`src/rtl/approx_mul_pkg.sv`:
```
// Shared widths, FSM state encoding and host-side normalisation constant
// for the approximate-multiplier error-metric accumulator.
package approx_mul_pkg;

    localparam int IN_W  = 8;
    localparam int OUT_W = 16;
    localparam int CNT_W = 20;
    localparam int ACC_W = 36;

    // MNED = MED / (255*255); the divide happens on the host, not in hardware.
    localparam int MNED_NORM = 65025;

    typedef enum logic [1:0] {
        IDLE  = 2'd0,
        RUN   = 2'd1,
        DRAIN = 2'd2,
        DONE  = 2'd3
    } state_t;

endpackage

```
`src/rtl/approx_mul_error_accum_err_dist_stage.sv`:
```
// Two-stage datapath: S1 captures the operands and the approximate product,
// S2 captures the signed error distance (exact - approx) and its magnitude.
// Each stage carries its own valid bit; data registers only load on valid.
module err_dist_stage
    import approx_mul_pkg::*;
(
    input  logic             clk,
    input  logic             rst,
    input  logic             i_valid,
    input  logic [IN_W-1:0]  i_a,
    input  logic [IN_W-1:0]  i_b,
    input  logic [OUT_W-1:0] i_p,
    output logic             o_s1_valid,
    output logic             o_valid,
    output logic [OUT_W:0]   o_diff,
    output logic [OUT_W-1:0] o_absd
);

    logic             r_s1_valid;
    logic [IN_W-1:0]  r_s1_a;
    logic [IN_W-1:0]  r_s1_b;
    logic [OUT_W-1:0] r_s1_p;
    logic             r_s2_valid;
    logic [OUT_W:0]   r_s2_diff;
    logic [OUT_W-1:0] r_s2_absd;

    logic [OUT_W-1:0] w_exact;
    logic [OUT_W:0]   w_diff;
    logic [OUT_W-1:0] w_absd;

    // Unsigned 8x8 product never exceeds 16 bits, so no truncation here.
    assign w_exact = OUT_W'(r_s1_a) * OUT_W'(r_s1_b);
    // One extra bit keeps the subtraction exact in two's complement.
    assign w_diff  = {1'b0, w_exact} - {1'b0, r_s1_p};
    // |diff| <= 65535 always fits in OUT_W bits.
    assign w_absd  = w_diff[OUT_W] ? (~w_diff[OUT_W-1:0] + 1'b1) : w_diff[OUT_W-1:0];

    // S1: register the incoming sample when the top accepts it.
    always_ff @(posedge clk or posedge rst) begin
        if (rst) begin
            r_s1_valid <= 1'b0;
            r_s1_a     <= '0;
            r_s1_b     <= '0;
            r_s1_p     <= '0;
        end else begin
            r_s1_valid <= i_valid;
            if (i_valid) begin
                r_s1_a <= i_a;
                r_s1_b <= i_b;
                r_s1_p <= i_p;
            end
        end
    end

    // S2: register the error distance of the sample held in S1.
    always_ff @(posedge clk or posedge rst) begin
        if (rst) begin
            r_s2_valid <= 1'b0;
            r_s2_diff  <= '0;
            r_s2_absd  <= '0;
        end else begin
            r_s2_valid <= r_s1_valid;
            if (r_s1_valid) begin
                r_s2_diff <= w_diff;
                r_s2_absd <= w_absd;
            end
        end
    end

    assign o_s1_valid = r_s1_valid;
    assign o_valid    = r_s2_valid;
    assign o_diff     = r_s2_diff;
    assign o_absd     = r_s2_absd;

endmodule

```
`src/rtl/approx_mul_error_accum.sv`:
```
// Error-metric accumulator for an 8x8 approximate multiplier: run FSM,
// accept counter and the saturating metric accumulators.
//
// Handshake: a sample transfers on a rising edge where in_valid and
// in_ready are both high. in_ready is high only in RUN and does not depend
// on in_valid; the sender must hold a/b/p_apprx stable while in_valid is
// high and not yet accepted.
module approx_mul_error_accum
    import approx_mul_pkg::*;
(
    input  logic             clk,
    input  logic             rst,
    input  logic             start,
    input  logic [CNT_W-1:0] n_samples,
    input  logic             in_valid,
    output logic             in_ready,
    input  logic [IN_W-1:0]  a,
    input  logic [IN_W-1:0]  b,
    input  logic [OUT_W-1:0] p_apprx,
    output logic             busy,
    output logic             done,
    output logic [CNT_W-1:0] sample_cnt,
    output logic [CNT_W-1:0] err_cnt,
    output logic [ACC_W:0]   sum_ed,
    output logic [ACC_W-1:0] sum_ed_abs,
    output logic [OUT_W-1:0] max_ed,
    output state_t           dbg_state
);

    state_t           r_state;
    state_t           w_next;
    logic [CNT_W-1:0] r_target;
    logic [CNT_W-1:0] r_accepted;
    logic [CNT_W-1:0] r_sample_cnt;
    logic [CNT_W-1:0] r_err_cnt;
    logic [ACC_W:0]   r_sum_ed;
    logic [ACC_W-1:0] r_sum_abs;
    logic [OUT_W-1:0] r_max_ed;

    logic             w_hs;
    logic             w_last;
    logic             w_start_ok;
    logic             w_s1_valid;
    logic             w_s2_valid;
    logic [OUT_W:0]   w_s2_diff;
    logic [OUT_W-1:0] w_s2_absd;
    logic             w_acc_en;
    logic [ACC_W+1:0] w_sum_ext;
    logic [ACC_W:0]   w_abs_ext;

    assign in_ready   = (r_state == RUN);
    assign busy       = (r_state == RUN) || (r_state == DRAIN);
    assign done       = (r_state == DONE);
    assign dbg_state  = r_state;

    assign w_hs       = in_valid && in_ready;
    assign w_last     = w_hs && ((r_accepted + CNT_W'(1)) == r_target);
    assign w_start_ok = start && ((r_state == IDLE) || (r_state == DONE));
    assign w_acc_en   = w_s2_valid && busy;

    err_dist_stage u_stage (
        .clk        (clk),
        .rst        (rst),
        .i_valid    (w_hs),
        .i_a        (a),
        .i_b        (b),
        .i_p        (p_apprx),
        .o_s1_valid (w_s1_valid),
        .o_valid    (w_s2_valid),
        .o_diff     (w_s2_diff),
        .o_absd     (w_s2_absd)
    );

    // Next-state logic. DRAIN leaves once S1 is empty: the sample in S2 is
    // folded into the accumulators on that same edge, so done and the final
    // totals appear together two cycles after the last accept.
    always_comb begin
        w_next = r_state;
        case (r_state)
            IDLE, DONE: begin
                if (start) begin
                    w_next = (n_samples == '0) ? DONE : RUN;
                end
            end
            RUN: begin
                if (w_last) begin
                    w_next = DRAIN;
                end
            end
            DRAIN: begin
                if (!w_s1_valid) begin
                    w_next = DONE;
                end
            end
            default: w_next = IDLE;
        endcase
    end

    // State register.
    always_ff @(posedge clk or posedge rst) begin
        if (rst) begin
            r_state <= IDLE;
        end else begin
            r_state <= w_next;
        end
    end

    // Run length and accept counter.
    always_ff @(posedge clk or posedge rst) begin
        if (rst) begin
            r_target   <= '0;
            r_accepted <= '0;
        end else if (w_start_ok) begin
            r_target   <= n_samples;
            r_accepted <= '0;
        end else if (w_hs) begin
            r_accepted <= r_accepted + CNT_W'(1);
        end
    end

    // Wide sums with one guard bit for saturation detection.
    assign w_sum_ext = {r_sum_ed[ACC_W], r_sum_ed}
                     + {{(ACC_W + 1 - OUT_W){w_s2_diff[OUT_W]}}, w_s2_diff};
    assign w_abs_ext = {1'b0, r_sum_abs} + {{(ACC_W + 1 - OUT_W){1'b0}}, w_s2_absd};

    // Metric accumulators: cleared on an accepted start, updated per S2 sample.
    always_ff @(posedge clk or posedge rst) begin
        if (rst) begin
            r_sample_cnt <= '0;
            r_err_cnt    <= '0;
            r_sum_ed     <= '0;
            r_sum_abs    <= '0;
            r_max_ed     <= '0;
        end else if (w_start_ok) begin
            r_sample_cnt <= '0;
            r_err_cnt    <= '0;
            r_sum_ed     <= '0;
            r_sum_abs    <= '0;
            r_max_ed     <= '0;
        end else if (w_acc_en) begin
            r_sample_cnt <= r_sample_cnt + CNT_W'(1);
            if (w_s2_diff != '0) begin
                r_err_cnt <= r_err_cnt + CNT_W'(1);
            end
            // Signed overflow shows as disagreement between the top two bits.
            if (w_sum_ext[ACC_W+1] != w_sum_ext[ACC_W]) begin
                r_sum_ed <= w_sum_ext[ACC_W+1] ? {1'b1, {ACC_W{1'b0}}} : {1'b0, {ACC_W{1'b1}}};
            end else begin
                r_sum_ed <= w_sum_ext[ACC_W:0];
            end
            r_sum_abs <= w_abs_ext[ACC_W] ? {ACC_W{1'b1}} : w_abs_ext[ACC_W-1:0];
            if (w_s2_absd > r_max_ed) begin
                r_max_ed <= w_s2_absd;
            end
        end
    end

    assign sample_cnt = r_sample_cnt;
    assign err_cnt    = r_err_cnt;
    assign sum_ed     = r_sum_ed;
    assign sum_ed_abs = r_sum_abs;
    assign max_ed     = r_max_ed;

endmodule

```
`config.mk`:
```
export PLATFORM = sky130hd
export DESIGN_NAME = approx_mul_error_accum
export DESIGN_NICKNAME = d
export VERILOG_FILES = /design/src/rtl/approx_mul_pkg.sv /design/src/rtl/approx_mul_error_accum_err_dist_stage.sv /design/src/rtl/approx_mul_error_accum.sv
export SDC_FILE = /design/constraint.sdc
export NUM_CORES = 1
export LEC_CHECK = 0
export CORE_MARGIN = 2
export CORE_UTILIZATION = 35
export CTS_BUF_LIST = sky130_fd_sc_hd__clkbuf_16
export DETAILED_ROUTE_END_ITERATION = 10
export GPL_TIMING_DRIVEN = 0
export HOLD_SLACK_MARGIN = 0.06
export PLACE_DENSITY_LB_ADDON = 0.05
export SYNTH_ARGS = -nofsm -noshare
export SYNTH_HDL_FRONTEND = slang
export SYNTH_SLANG_ARGS = --single-unit
```
`constraint.sdc`:
```
create_clock -name clk -period 11.4 [get_ports clk]
set_input_delay 2.28 -clock clk [delete_from_list [all_inputs] [get_ports clk]]
set_output_delay 2.28 -clock clk [all_outputs]
set_load 0.01 [all_outputs]
```
# After elaboration in Yosys (flattened, before gate mapping)
# Index checks and enable logic that the tools add are counted.
# classes
n_lt_le_gt_ge	1
add_sub_neg	7
n_eq_ne	8
n_mux	23
n_reduce_logical	17
n_mul	1
n_bitwise	1
# op_table
operator	count
2-to-1 mux 37 bit	4
2-to-1 mux 20 bit	7
2-to-1 mux 36 bit	3
2-to-1 mux 16 bit	4
adder 20 x 1 -> 20 bit (second input constant)	3
adder 37 x 17 -> 38 bit	1
adder 36 x 16 -> 37 bit	1
== test 20 bit	1
logical NOT 20 bit	1
nonzero test 17 bit	1
subtractor 16 x 16 -> 17 bit	1
adder 16 x 1 -> 16 bit (second input constant)	1
> comparator 16 bit	1
multiplier 8 x 8 -> 16 bit	1
inverter 16 bit	1
2-to-1 mux 2 bit	4
nonzero test 2 bit	4
case mux 2 bit (3 select lines)	1
== test 2 bit (second input constant)	2
logical AND 1 bit	4
inequality test 2 bit (second input constant)	2
AND reduction 2 bit	2
AND reduction 3 bit	1
== test 2 x 1 -> 1 bit (second input constant)	1
other kinds (5)	6
# totals
reg_bits	238
wordCells	73
output_inout_bits	134

# Depth between registers and ports, before layout
# Gate-level depths: netlist of run 1.
# depth
ltp_word	5
ltp_mapped	22

# Cells and area by module
# Synthesis of run 1 repeated with hierarchy kept, for this count alone.
# unflattened
cells_unflattened	1819
hier_area_um2	16729.8
# by_module_without_submodules
mod	cells_per_inst	n_inst	seq_area_each_um2	area_per_inst_um2
approx_mul_error_accum	1247	1	4279.1	11123.2
err_dist_stage	572	1	1651.6	5606.6

# Worst setup path before layout of run 1
# Ideal clock, no wire load.
# synth_path
kind	reg-to-reg
startpoint	register u_stage.r_s1_b[2]
endpoint	register u_stage.r_s2_absd[15] (netlist: u_stage.o_absd[15])
stages_incl_launch_ff	22
required_ns	11.263
synth_period_minus_slack_ns	5.263
arrival_time_ns	5.126
slack_ns	6.137
setup_time_ns	0.137
path_cell_list	dfrtp_1 > clkbuf_1 > nand2_1 > fa_1 > inv_1 > fa_1 > fa_1 > inv_1 > fa_1 > inv_1 > ha_1 > o21a_1 > o31a_1 > o31ai_1 > a211oi_1 > o41ai_2 > a21oi_1 > nor3b_2 > buf_2 > a31oi_1 > xnor2_1 > a21oi_1
# synth_between
elab_chain_cells	5
# synth_lines
item	line	text
start, declared	approx_mul_error_accum_err_dist_stage.sv:21	logic [IN_W-1:0] r_s1_b;
start signal, assigned	approx_mul_error_accum_err_dist_stage.sv:49	r_s1_b <= i_b;
multiplier 8 x 8 -> 16 bit *	approx_mul_error_accum_err_dist_stage.sv:32	assign w_exact = OUT_W'(r_s1_a) * OUT_W'(r_s1_b);
subtractor 16 x 16 -> 17 bit *	approx_mul_error_accum_err_dist_stage.sv:34	assign w_diff = {1'b0, w_exact} - {1'b0, r_s1_p};
inverter 16 bit	approx_mul_error_accum_err_dist_stage.sv:36	assign w_absd = w_diff[OUT_W] ? (~w_diff[OUT_W-1:0] + 1'b1) : w_diff[OUT_W-1:0];
adder 16 x 1 -> 16 bit	approx_mul_error_accum_err_dist_stage.sv:36	
2-to-1 mux 16 bit *	approx_mul_error_accum_err_dist_stage.sv:36	
end signal, assigned	approx_mul_error_accum_err_dist_stage.sv:65	r_s2_absd <= w_absd;
end, declared	approx_mul_error_accum_err_dist_stage.sv:25	logic [OUT_W-1:0] r_s2_absd;
# Every way passes the cells marked *; elsewhere a longest branch is shown, timed or not.
# A chain may end at the register's enable or synchronous reset.

# Worst setup path in the final report of run 1
# layout_path
startpoint	register u_stage.r_s1_a[3]
endpoint	register u_stage.r_s2_absd[15] (netlist: u_stage.o_absd[15])
# layout_between
elab_chain_cells	5
# layout_lines
item	line	text
start, declared	approx_mul_error_accum_err_dist_stage.sv:20	logic [IN_W-1:0] r_s1_a;
start signal, assigned	approx_mul_error_accum_err_dist_stage.sv:48	r_s1_a <= i_a;
multiplier 8 x 8 -> 16 bit *	approx_mul_error_accum_err_dist_stage.sv:32	
subtractor 16 x 16 -> 17 bit *	approx_mul_error_accum_err_dist_stage.sv:34	
inverter 16 bit	approx_mul_error_accum_err_dist_stage.sv:36	
adder 16 x 1 -> 16 bit	approx_mul_error_accum_err_dist_stage.sv:36	
2-to-1 mux 16 bit *	approx_mul_error_accum_err_dist_stage.sv:36	
# Marked as above.

==> qor.log, run 1 <==
qor: global_route.number_of_global_route_vias_before_repair 13,455
qor: cells_and_area.fillers 4,672
qor: timing.final_period_minus_worst_setup_slack 6160 ps
qor: detailed_routing.via_count 13,472
qor: yosys.synthesis.area_per_instance 9.11 µm²
qor: status.status finished clean
qor: worst_setup_path.timing.critical_path.mode_cell sky130_fd_sc_hd__fa_1
qor: worst_setup_path.critical-path-max-stage-delay 540 ps
qor: cells_and_area.drive_gt1_frac 0.0518
qor: yosys.yosys_register_bits 237
qor: floorplan.initial_core_util 0.353
qor: yosys.synth_seq_area_share 0.361
qor: worst_setup_path.critPathLaunchType flip-flop
qor: flow_run.cap_violations 0
qor: floorplan.io-pin-count 190
qor: clock_tree.cts_resized 0
qor: clock_tree.cts_hold_buffers 0
qor: yosys.synth.lib_cells_used.distinct 74
qor: yosys.synthDominantCellAreaShare 0.361
qor: timing.worst_slew_margin_rel 0.357
qor: clock_tree.cts_clock_pin_slew_for_the_worst_setup_and_hold_paths 60 ps
qor: floorplan.fp.dieW 221 µm
qor: cells_and_area.register_area 5930 µm²
qor: global_route.grt_first_pass_wirelength 73,500 µm
qor: clock_tree.cts.repair_timing.setup_buffer_count 0
qor: worst_hold_path.min_delay_path_depth 2
qor: place.dpl_cell_area 19,100 µm²
qor: cells_and_area.stdcell_area 20,100 µm²
qor: worst_setup_path.worst_r2r_path_cells 21
qor: timing.clock_skew 6.69 ps
qor: timing.hold_worst_slack 505 ps
qor: timing.finalSetupViolations 0
qor: clock_tree.clock_latency 580 ps
qor: detailed_routing.detail_route.iter0.violations 717
qor: global_route.pin_count_of_the_biggest_net_entering_global_routing 113
qor: timing.timing_hold_violations_final 0
qor: cells_and_area.multi_input_area 9630 µm²
qor: cells_and_area.finalNetCount 2,253
qor: worst_setup_path.endpoint_class_of_the_critical_path flip-flop
qor: yosys.syn-instance-count 1,803
qor: yosys.synth_edf_count 0
qor: worst_setup_path.worstSetupPathType reg2reg
qor: clock_tree.cts_tree done
qor: clock_tree.clock_sink_count 237
qor: cells_and_area.syn_to_final_growth 22.1%
qor: clock_tree.cts.path.max_buffers 3
qor: worst_setup_path.ff2ff_setup_slack 5240 ps
qor: clock_tree.ctsRootBufferMaster sky130_fd_sc_hd__clkbuf_16
qor: global_route.grt.overflow.total 0
qor: timing.layout_worst_path_cycle_share 0.540
qor: worst_setup_path.crit_path_max_fanout 10
qor: place.port_buffers 189
qor: yosys.synthesis.nets 2,030
qor: worst_setup_path.cp_num_buf_inv 5
qor: detailed_routing.post_drt_wl_per_cell 17.5 µm
qor: yosys.synth-main-ff-cell sky130_fd_sc_hd__dfrtp_1
qor: worst_setup_path.worst_ep_arrival_time 6600 ps
qor: yosys.yosysWarningCount 0
qor: worst_setup_path.crit_family adder cells
qor: yosys.share_of_flip_flops_with_an_asynchronous_set_or_reset_after_synthesis 1.00
qor: worst_hold_path.hold_path.startpoint r_target[10]$_DFFE_PP0P_
qor: floorplan.chipHeight 221 µm
qor: detailed_routing.routed_antenna_nets 0
qor: timing.clock.fmax 0.162 GHz
qor: worst_setup_path.timing.rr.end u_stage.o_absd[15]$_DFFE_PP0P_
qor: detailed_routing.drc 0
qor: yosys.yosys.area.top_type sky130_fd_sc_hd__dfrtp_1
qor: global_route.grt_usage 0.191
qor: place.hpwl 35,300 µm
qor: timing.rsz0062_at_grt no
qor: worst_setup_path.cp.required 11,840 ps
qor: place.finalWeightedCongestion 0.816
qor: clock_tree.number_of_buffers_inserted_during_clock_tree_synthesis 30
qor: detailed_routing.drt-pass1-iter-count 5
qor: worst_hold_path.hold_path_class reg2reg
qor: worst_setup_path.cpMaxStageDelayCell sky130_fd_sc_hd__fa_1
qor: timing.worst_pin_slew 964 ps
qor: timing.timing_max_transition_violations_final 0
qor: yosys.synth.top_cells.by_area sky130_fd_sc_hd__dfrtp_1 36%, sky130_fd_sc_hd__ha_1 9.1%, sky130_fd_sc_hd__fa_1 6.3%
qor: detailed_routing.routed_wl 46,300 µm
qor: worst_hold_path.sink_of_the_worst_hold_path r_target[10]$_DFFE_PP0P_
qor: worst_setup_path.worst_r2r_startpoint u_stage.r_s1_a[3]$_DFFE_PP0P_
qor: global_route.grt_antenna_before_repair 0
qor: detailed_routing.routed_via_density 5.07
qor: yosys.netlist_area 16,400 µm²
qor: floorplan.core_area 46,500 µm²
qor: clock_tree.clock_tree.htree_level_count 1
qor: floorplan.rows 79
qor: worst_setup_path.timing.critical_path.cells clkbuf_1, nand2_1, fa_1, inv_1, fa_1, fa_1, inv_1, fa_1, inv_1, ha_1, o21a_1, o31a_1, o31ai_1, a211oi_1, o41ai_2, a21oi_1, nor3b_2, buf_2, a31oi_1, xnor2_1, a21oi_1
qor: floorplan.dieArea 48,700 µm²
qor: cells_and_area.antenna-diode-count 0
qor: cells_and_area.final_core_utilization 0.432
metrics by stage:
stage          setup TNS (ps)  std cells  setup WS (ps)
5_1_grt                     0       2655           4740
2_1_floorplan               0       1803           2620
3_3_place_gp          -258630       2599          -1130
3_5_place_dp                0       2601           5200
6_report                    0       2655           5240
4_1_cts                     0       2655           5170
registers in the layout, indices dropped and copies added, names as in the netlist:
name / count
u_stage.o_absd: 15
sum_ed_abs: 36
max_ed: 16
u_stage.r_s1_a: 8
u_stage.r_s1_p: 16
sample_cnt: 20
r_accepted: 20
u_stage.o_valid: 1
u_stage.o_diff: 17
dbg_state: 2
r_target: 20
u_stage.r_s1_b: 8
u_stage.o_s1_valid: 1
err_cnt: 20
sum_ed: 37
tightest hold or removal path, cell delays in order (launching register included):
cell	delay, ps
sky130_fd_sc_hd__dfrtp_1	360
sky130_fd_sc_hd__nand2_1	50
sky130_fd_sc_hd__nand2_1	60
metal layers:
metal	vias to the layer above	share of wire	global-route usage
met5	-	0	0
met4	0	0.021	0.0416
met3	50	0.042	0.0271
met2	245	0.47	0.325
met1	6506	0.46	0.258
li1	6671	-	-
cells in the final DEF (no fill, tap or decap), types with 7 or more instances in the layout:
| master | netlist | routed |
|---|---|---|
| sky130_fd_sc_hd__a211oi_1 | 16 | 16 |
| sky130_fd_sc_hd__a21o_1 | 32 | 32 |
| sky130_fd_sc_hd__a21oi_1 | 113 | 113 |
| sky130_fd_sc_hd__a221o_1 | 38 | 38 |
| sky130_fd_sc_hd__a311oi_1 | 8 | 8 |
| sky130_fd_sc_hd__a31oi_1 | 20 | 20 |
| sky130_fd_sc_hd__and2_1 | 54 | 54 |
| sky130_fd_sc_hd__and3_1 | 27 | 27 |
| sky130_fd_sc_hd__and4_1 | 10 | 10 |
| sky130_fd_sc_hd__buf_1 | 8 | 8 |
| sky130_fd_sc_hd__clkbuf_1 | 49 | 49 |
| sky130_fd_sc_hd__clkbuf_16 | 0 | 30 |
| sky130_fd_sc_hd__clkdlybuf4s50_1 | 0 | 189 |
| sky130_fd_sc_hd__clkinv_1 | 0 | 9 |
| sky130_fd_sc_hd__clkinv_2 | 0 | 7 |
| sky130_fd_sc_hd__dfrtp_1 | 237 | 237 |
| sky130_fd_sc_hd__fa_1 | 52 | 52 |
| sky130_fd_sc_hd__ha_1 | 119 | 119 |
| sky130_fd_sc_hd__inv_1 | 145 | 147 |
| sky130_fd_sc_hd__mux2_2 | 29 | 29 |
| sky130_fd_sc_hd__mux2i_1 | 8 | 8 |
| sky130_fd_sc_hd__nand2_1 | 247 | 247 |
| sky130_fd_sc_hd__nand2b_1 | 7 | 7 |
| sky130_fd_sc_hd__nand3_1 | 42 | 42 |
| sky130_fd_sc_hd__nand4_1 | 16 | 16 |
| sky130_fd_sc_hd__nor2_1 | 145 | 145 |
| sky130_fd_sc_hd__nor2b_1 | 13 | 13 |
| sky130_fd_sc_hd__nor3_1 | 17 | 17 |
| sky130_fd_sc_hd__nor4_1 | 13 | 13 |
| sky130_fd_sc_hd__o21a_1 | 18 | 18 |
| sky130_fd_sc_hd__o21ai_0 | 64 | 64 |
| sky130_fd_sc_hd__o21ai_1 | 12 | 12 |
| sky130_fd_sc_hd__or3_1 | 14 | 14 |
| sky130_fd_sc_hd__xnor2_1 | 84 | 84 |
| sky130_fd_sc_hd__xor2_1 | 53 | 53 |
worst max path at each step:
stage,endpoint,startpoint,cells after the start
floorplan,dbg_state[0]$_DFFE_PP0P_,rst,1
global placement,sum_ed_abs[2]$_DFFE_PP0P_,rst,2
detailed placement,u_stage.o_absd[15]$_DFFE_PP0P_,u_stage.r_s1_a[3]$_DFFE_PP0P_,21
CTS,u_stage.o_absd[15]$_DFFE_PP0P_,u_stage.r_s1_a[3]$_DFFE_PP0P_,21
global route,u_stage.o_absd[15]$_DFFE_PP0P_,u_stage.r_s1_a[3]$_DFFE_PP0P_,21
finish,u_stage.o_absd[15]$_DFFE_PP0P_,u_stage.r_s1_a[3]$_DFFE_PP0P_,21
synth_stat cells, types with 13 or more instances:
cell type and n:
sky130_fd_sc_hd__and3_1 27, sky130_fd_sc_hd__nand2_1 247, sky130_fd_sc_hd__nor3_1 17, sky130_fd_sc_hd__nor2_1 145
sky130_fd_sc_hd__clkbuf_1 49, sky130_fd_sc_hd__a211oi_1 16, sky130_fd_sc_hd__o21ai_0 64, sky130_fd_sc_hd__a221o_1 38
sky130_fd_sc_hd__a21o_1 32, sky130_fd_sc_hd__xor2_1 53, sky130_fd_sc_hd__a31oi_1 20, sky130_fd_sc_hd__nand3_1 42
sky130_fd_sc_hd__mux2_2 29, sky130_fd_sc_hd__inv_1 145, sky130_fd_sc_hd__dfrtp_1 237, sky130_fd_sc_hd__ha_1 119
sky130_fd_sc_hd__xnor2_1 84, sky130_fd_sc_hd__or3_1 14, sky130_fd_sc_hd__nand4_1 16, sky130_fd_sc_hd__and2_1 54
sky130_fd_sc_hd__nor4_1 13, sky130_fd_sc_hd__fa_1 52, sky130_fd_sc_hd__a21oi_1 113, sky130_fd_sc_hd__o21a_1 18
sky130_fd_sc_hd__nor2b_1 13
logic make-up (layout without fill, tap and decap cells):
family / after synthesis / in the layout / synth area share
flops: 237 / 237 / 0.361
buf+inv: 215 / 460 / 0.0523
xor+xnor: 137 / 137 / 0.0731
simple gates: 632 / 632 / 0.181
fa+ha+maj: 171 / 171 / 0.154
mux: 38 / 38 / 0.0254
compound gates: 373 / 373 / 0.153
layout make-up:
type,instances,share of cell area
clock inverters,24,0.00855
inverters,145,0.0275
well taps,607,0.0379
plain buffers,70,0.0157
multi-input cells,1351,0.480
clock buffers,30,0.0374
repair buffers,191,0.0971
flip-flops and latches,237,0.296
Power of run 1 is left out: the tool's default activity adds up to more than one toggle a clock period on the data nets, which glitch-free logic cannot reach.
==> run 2, diff against run 1 <==
==> constraint.sdc (replaced) <==
create_clock -name clk -period 6.35 [get_ports clk]
set_input_delay 1.27 -clock clk [delete_from_list [all_inputs] [get_ports clk]]
set_output_delay 1.27 -clock clk [all_outputs]
set_load 0.01 [all_outputs]
==> qor.log, run 2 (synthesis results as in run 1) <==
qor: worst_setup_path.critical-path-max-stage-delay 520 ps [-20 ps]
qor: cells_and_area.syn_to_final_growth 23.0%
qor: clock_tree.cts.path.max_buffers 3 [unchanged]
qor: detailed_routing.detail_route.iter0.violations 677 [-5.6%]
qor: timing.layout_worst_path_cycle_share 0.916 [+0.375]
qor: cells_and_area.drive_gt1_frac 0.0531 [+0.00136]
qor: worst_setup_path.crit_path_max_fanout 10 [unchanged]
qor: clock_tree.number_of_buffers_inserted_during_clock_tree_synthesis 31 [+3.3%]
qor: clock_tree.cts.repair_timing.setup_buffer_count 0 [unchanged]
qor: worst_setup_path.worst_r2r_path_cells 21 [unchanged]
qor: global_route.global_route.usage.met2 0.329 [+0.00408]
qor: worst_hold_path.min_delay_path_depth 2 [unchanged]
qor: detailed_routing.drt-pass1-iter-count 5 [unchanged]
qor: timing.clock.fmax 0.172 GHz [+5.9%]
qor: global_route.grt_antenna_before_repair 0 [unchanged]
qor: detailed_routing.post_drt_wl_per_cell 17.4 µm [-0.56%]
qor: clock_tree.cts_tree done
qor: global_route.grt-busiest-layer met2
qor: worst_setup_path.timing.rr.end u_stage.o_absd[15]$_DFFE_PP0P_
qor: worst_setup_path.cpMaxStageDelayCell sky130_fd_sc_hd__fa_1
qor: global_route.grt_usage 0.191 [about the same]
qor: worst_setup_path.cp.required 6810 ps [-5030 ps]
qor: worst_setup_path.crit_family adder cells
qor: worst_setup_path.timing.critical_path.cells clkbuf_1, nand2_1, fa_1, inv_1, fa_1, fa_1, inv_1, fa_1, inv_1, ha_1, o21a_1, o31a_1, o31ai_2, a211oi_1, o41ai_2, a21oi_1, nor3b_4, buf_2, a31oi_1, xnor2_1, a21oi_1
qor: place.dpl_cell_area 19,200 µm² [+0.32%]
qor: timing.worst_pin_slew 973 ps [+8.32 ps]
qor: floorplan.core_area 46,500 µm² [unchanged]
qor: worst_setup_path.worst_r2r_startpoint u_stage.r_s1_a[5]$_DFFE_PP0P_
qor: place.hpwl 35,600 µm [+0.85%]
qor: timing.worst_slew_margin_rel 0.352 [-0.00555]
qor: timing.final_period_minus_worst_setup_slack 5810 ps [-344 ps]
qor: floorplan.io-pin-count 190 [unchanged]
qor: worst_setup_path.worstSetupPathType reg2reg
qor: worst_setup_path.critPathLaunchType flip-flop
qor: clock_tree.clock_sink_count 237 [unchanged]
qor: clock_tree.clock_latency 590 ps [about the same]
qor: global_route.gr-usage-met3 0.0263 [-0.000825]
qor: worst_hold_path.hold_path.startpoint r_target[1]$_DFFE_PP0P_
qor: clock_tree.clock_tree.htree_level_count 1 [unchanged]
qor: worst_setup_path.timing.critical_path.mode_cell sky130_fd_sc_hd__fa_1
qor: timing.finalSetupViolations 0 [unchanged]
qor: floorplan.chipHeight 221 µm [unchanged]
qor: detailed_routing.routed_wl 46,100 µm [-0.41%]
qor: worst_hold_path.sink_of_the_worst_hold_path r_target[1]$_DFFE_PP0P_
qor: cells_and_area.antenna-diode-count 0 [unchanged]
qor: status.status finished clean
qor: cells_and_area.stdcell_area 20,200 µm² [+0.69%]
qor: cells_and_area.finalNetCount 2,255 [+0.089%]
qor: detailed_routing.routed_antenna_nets 0 [unchanged]
qor: worst_hold_path.hold_path_class reg2reg
qor: place.finalWeightedCongestion 0.832 [+1.9%]
qor: worst_setup_path.ff2ff_setup_slack 540 ps [-4710 ps]
qor: floorplan.fp.dieW 221 µm [unchanged]
qor: floorplan.dieArea 48,700 µm² [unchanged]
qor: global_route.grt_first_pass_wirelength 73,900 µm [+0.54%]
qor: floorplan.rows 79 [unchanged]
qor: cells_and_area.fillers 4,664 [-0.17%]
qor: cells_and_area.largest_register_ffs 37 [unchanged]
qor: clock_tree.ctsRootBufferMaster sky130_fd_sc_hd__clkbuf_16
qor: timing.clock_skew 33.2 ps [+26.5 ps]
qor: global_route.grt.met1_usage 0.259 [+0.00130]
qor: floorplan.initial_core_util 0.353 [unchanged]
qor: detailed_routing.via_count 13,522 [+0.37%]
qor: timing.timing_hold_violations_final 0 [unchanged]
qor: timing.timing_max_transition_violations_final 0 [unchanged]
qor: flow_run.cap_violations 0 [unchanged]
qor: clock_tree.cts_clock_pin_slew_for_the_worst_setup_and_hold_paths 60 ps [about the same]
qor: worst_setup_path.endpoint_class_of_the_critical_path flip-flop
qor: detailed_routing.drc 0 [unchanged]
qor: global_route.number_of_global_route_vias_before_repair 13,508 [+0.39%]
qor: worst_setup_path.cp_num_buf_inv 5 [unchanged]
qor: place.port_buffers 189 [unchanged]
qor: detailed_routing.routed_via_density 5.09 [+0.22%]
qor: global_route.pin_count_of_the_biggest_net_entering_global_routing 40 [-65%]
qor: cells_and_area.layout_commonest_cell sky130_fd_sc_hd__nand2_1
qor: worst_setup_path.worst_ep_arrival_time 6270 ps [-330 ps]
qor: timing.rsz0062_at_grt no
qor: cells_and_area.most-common-layout-cells 247 x sky130_fd_sc_hd__nand2_1, 237 x sky130_fd_sc_hd__dfrtp_1, 189 x sky130_fd_sc_hd__clkdlybuf4s50_1, 147 x sky130_fd_sc_hd__inv_1, 145 x sky130_fd_sc_hd__nor2_1
qor: global_route.grt.overflow.total 0 [unchanged]
[run 2: worst max-delay path by stage]
stage / depth (start not counted) / slack (ps) / start / end
after floorplan: 21 / 1090 / u_stage.r_s1_b[2]$_DFFE_PP0P_ / u_stage.o_absd[15]$_DFFE_PP0P_
after global placement: 2 / -250 / rst / u_stage.r_s1_a[3]$_DFFE_PP0P_
after detailed placement: 21 / 160 / u_stage.r_s1_a[3]$_DFFE_PP0P_ / u_stage.o_absd[15]$_DFFE_PP0P_
after CTS: 21 / 160 / u_stage.r_s1_a[3]$_DFFE_PP0P_ / u_stage.o_absd[15]$_DFFE_PP0P_
after global routing: 21 / 10 / u_stage.r_s1_a[5]$_DFFE_PP0P_ / u_stage.o_absd[15]$_DFFE_PP0P_
final: 21 / 540 / u_stage.r_s1_a[5]$_DFFE_PP0P_ / u_stage.o_absd[15]$_DFFE_PP0P_
[run 2: worst register-to-register path, cell delays in order, from the launching register on]
cell                       delay, ps
sky130_fd_sc_hd__dfrtp_1         320
sky130_fd_sc_hd__clkbuf_1        330
sky130_fd_sc_hd__nand2_1         120
sky130_fd_sc_hd__fa_1            500
sky130_fd_sc_hd__inv_1            50
sky130_fd_sc_hd__fa_1            460
sky130_fd_sc_hd__fa_1            490
sky130_fd_sc_hd__inv_1            50
sky130_fd_sc_hd__fa_1            520
sky130_fd_sc_hd__inv_1            40
sky130_fd_sc_hd__ha_1            330
sky130_fd_sc_hd__o21a_1          190
sky130_fd_sc_hd__o31a_1          130
sky130_fd_sc_hd__o31ai_2         290
sky130_fd_sc_hd__a211oi_1        180
sky130_fd_sc_hd__o41ai_2         400
sky130_fd_sc_hd__a21oi_1         170
sky130_fd_sc_hd__nor3b_4         410
sky130_fd_sc_hd__buf_2           320
sky130_fd_sc_hd__a31oi_1          80
sky130_fd_sc_hd__xnor2_1         210
sky130_fd_sc_hd__a21oi_1          90
[run 2: timing repair]
action,in CTS,in global routing
resized for setup,0,2
hold buffers,0,0
setup endpoints to repair,0,13
[run 2: area by class of cell]
class	count	area (µm²)	share of cell area
inverters	145	548	0.0271
multi-input cells	1351	9640	0.477
repair buffers	195	2010	0.0996
flip-flops and latches	237	5930	0.294
clock buffers	31	776	0.0384
plain buffers	67	304	0.0151
well taps	607	759	0.0376
clock inverters	26	224	0.0111
[run 2: layer usage]
layer | share of wire | up-vias | routed length, µm
li1 | - | 6673 | -
met3 | 0.043 | 40 | 1980
met4 | 0.015 | 0 | 697
met1 | 0.46 | 6549 | 21400
met2 | 0.48 | 260 | 22100
met5 | 0 | - | 0
[run 2: through the flow]
step	util	hold slack [ps]	cells	setup WS [ps]	setup TNS, ps
2_1_floorplan	-	408	1803	1090	0
3_3_place_gp	0.411	497	2599	-252	-49020
3_5_place_dp	0.413	495	2605	162	0
4_1_cts	0.435	510	2662	162	0
5_1_grt	0.435	526	2659	10.7	0
6_report	0.435	502	2659	535	0
Power of run 2 is left out for the same reason.
==> run 3, diff against run 2 <==
--- a/config.mk
+++ b/config.mk
@@ -15,3 +15,4 @@
 export SYNTH_ARGS = -nofsm -noshare
 export SYNTH_HDL_FRONTEND = slang
 export SYNTH_SLANG_ARGS = --single-unit
+export TNS_END_PERCENT = 1
==> results of run 3 <==
Final layout, timing and power as in run 2 (identical DEF).
Power of run 3 is left out for the same reason.
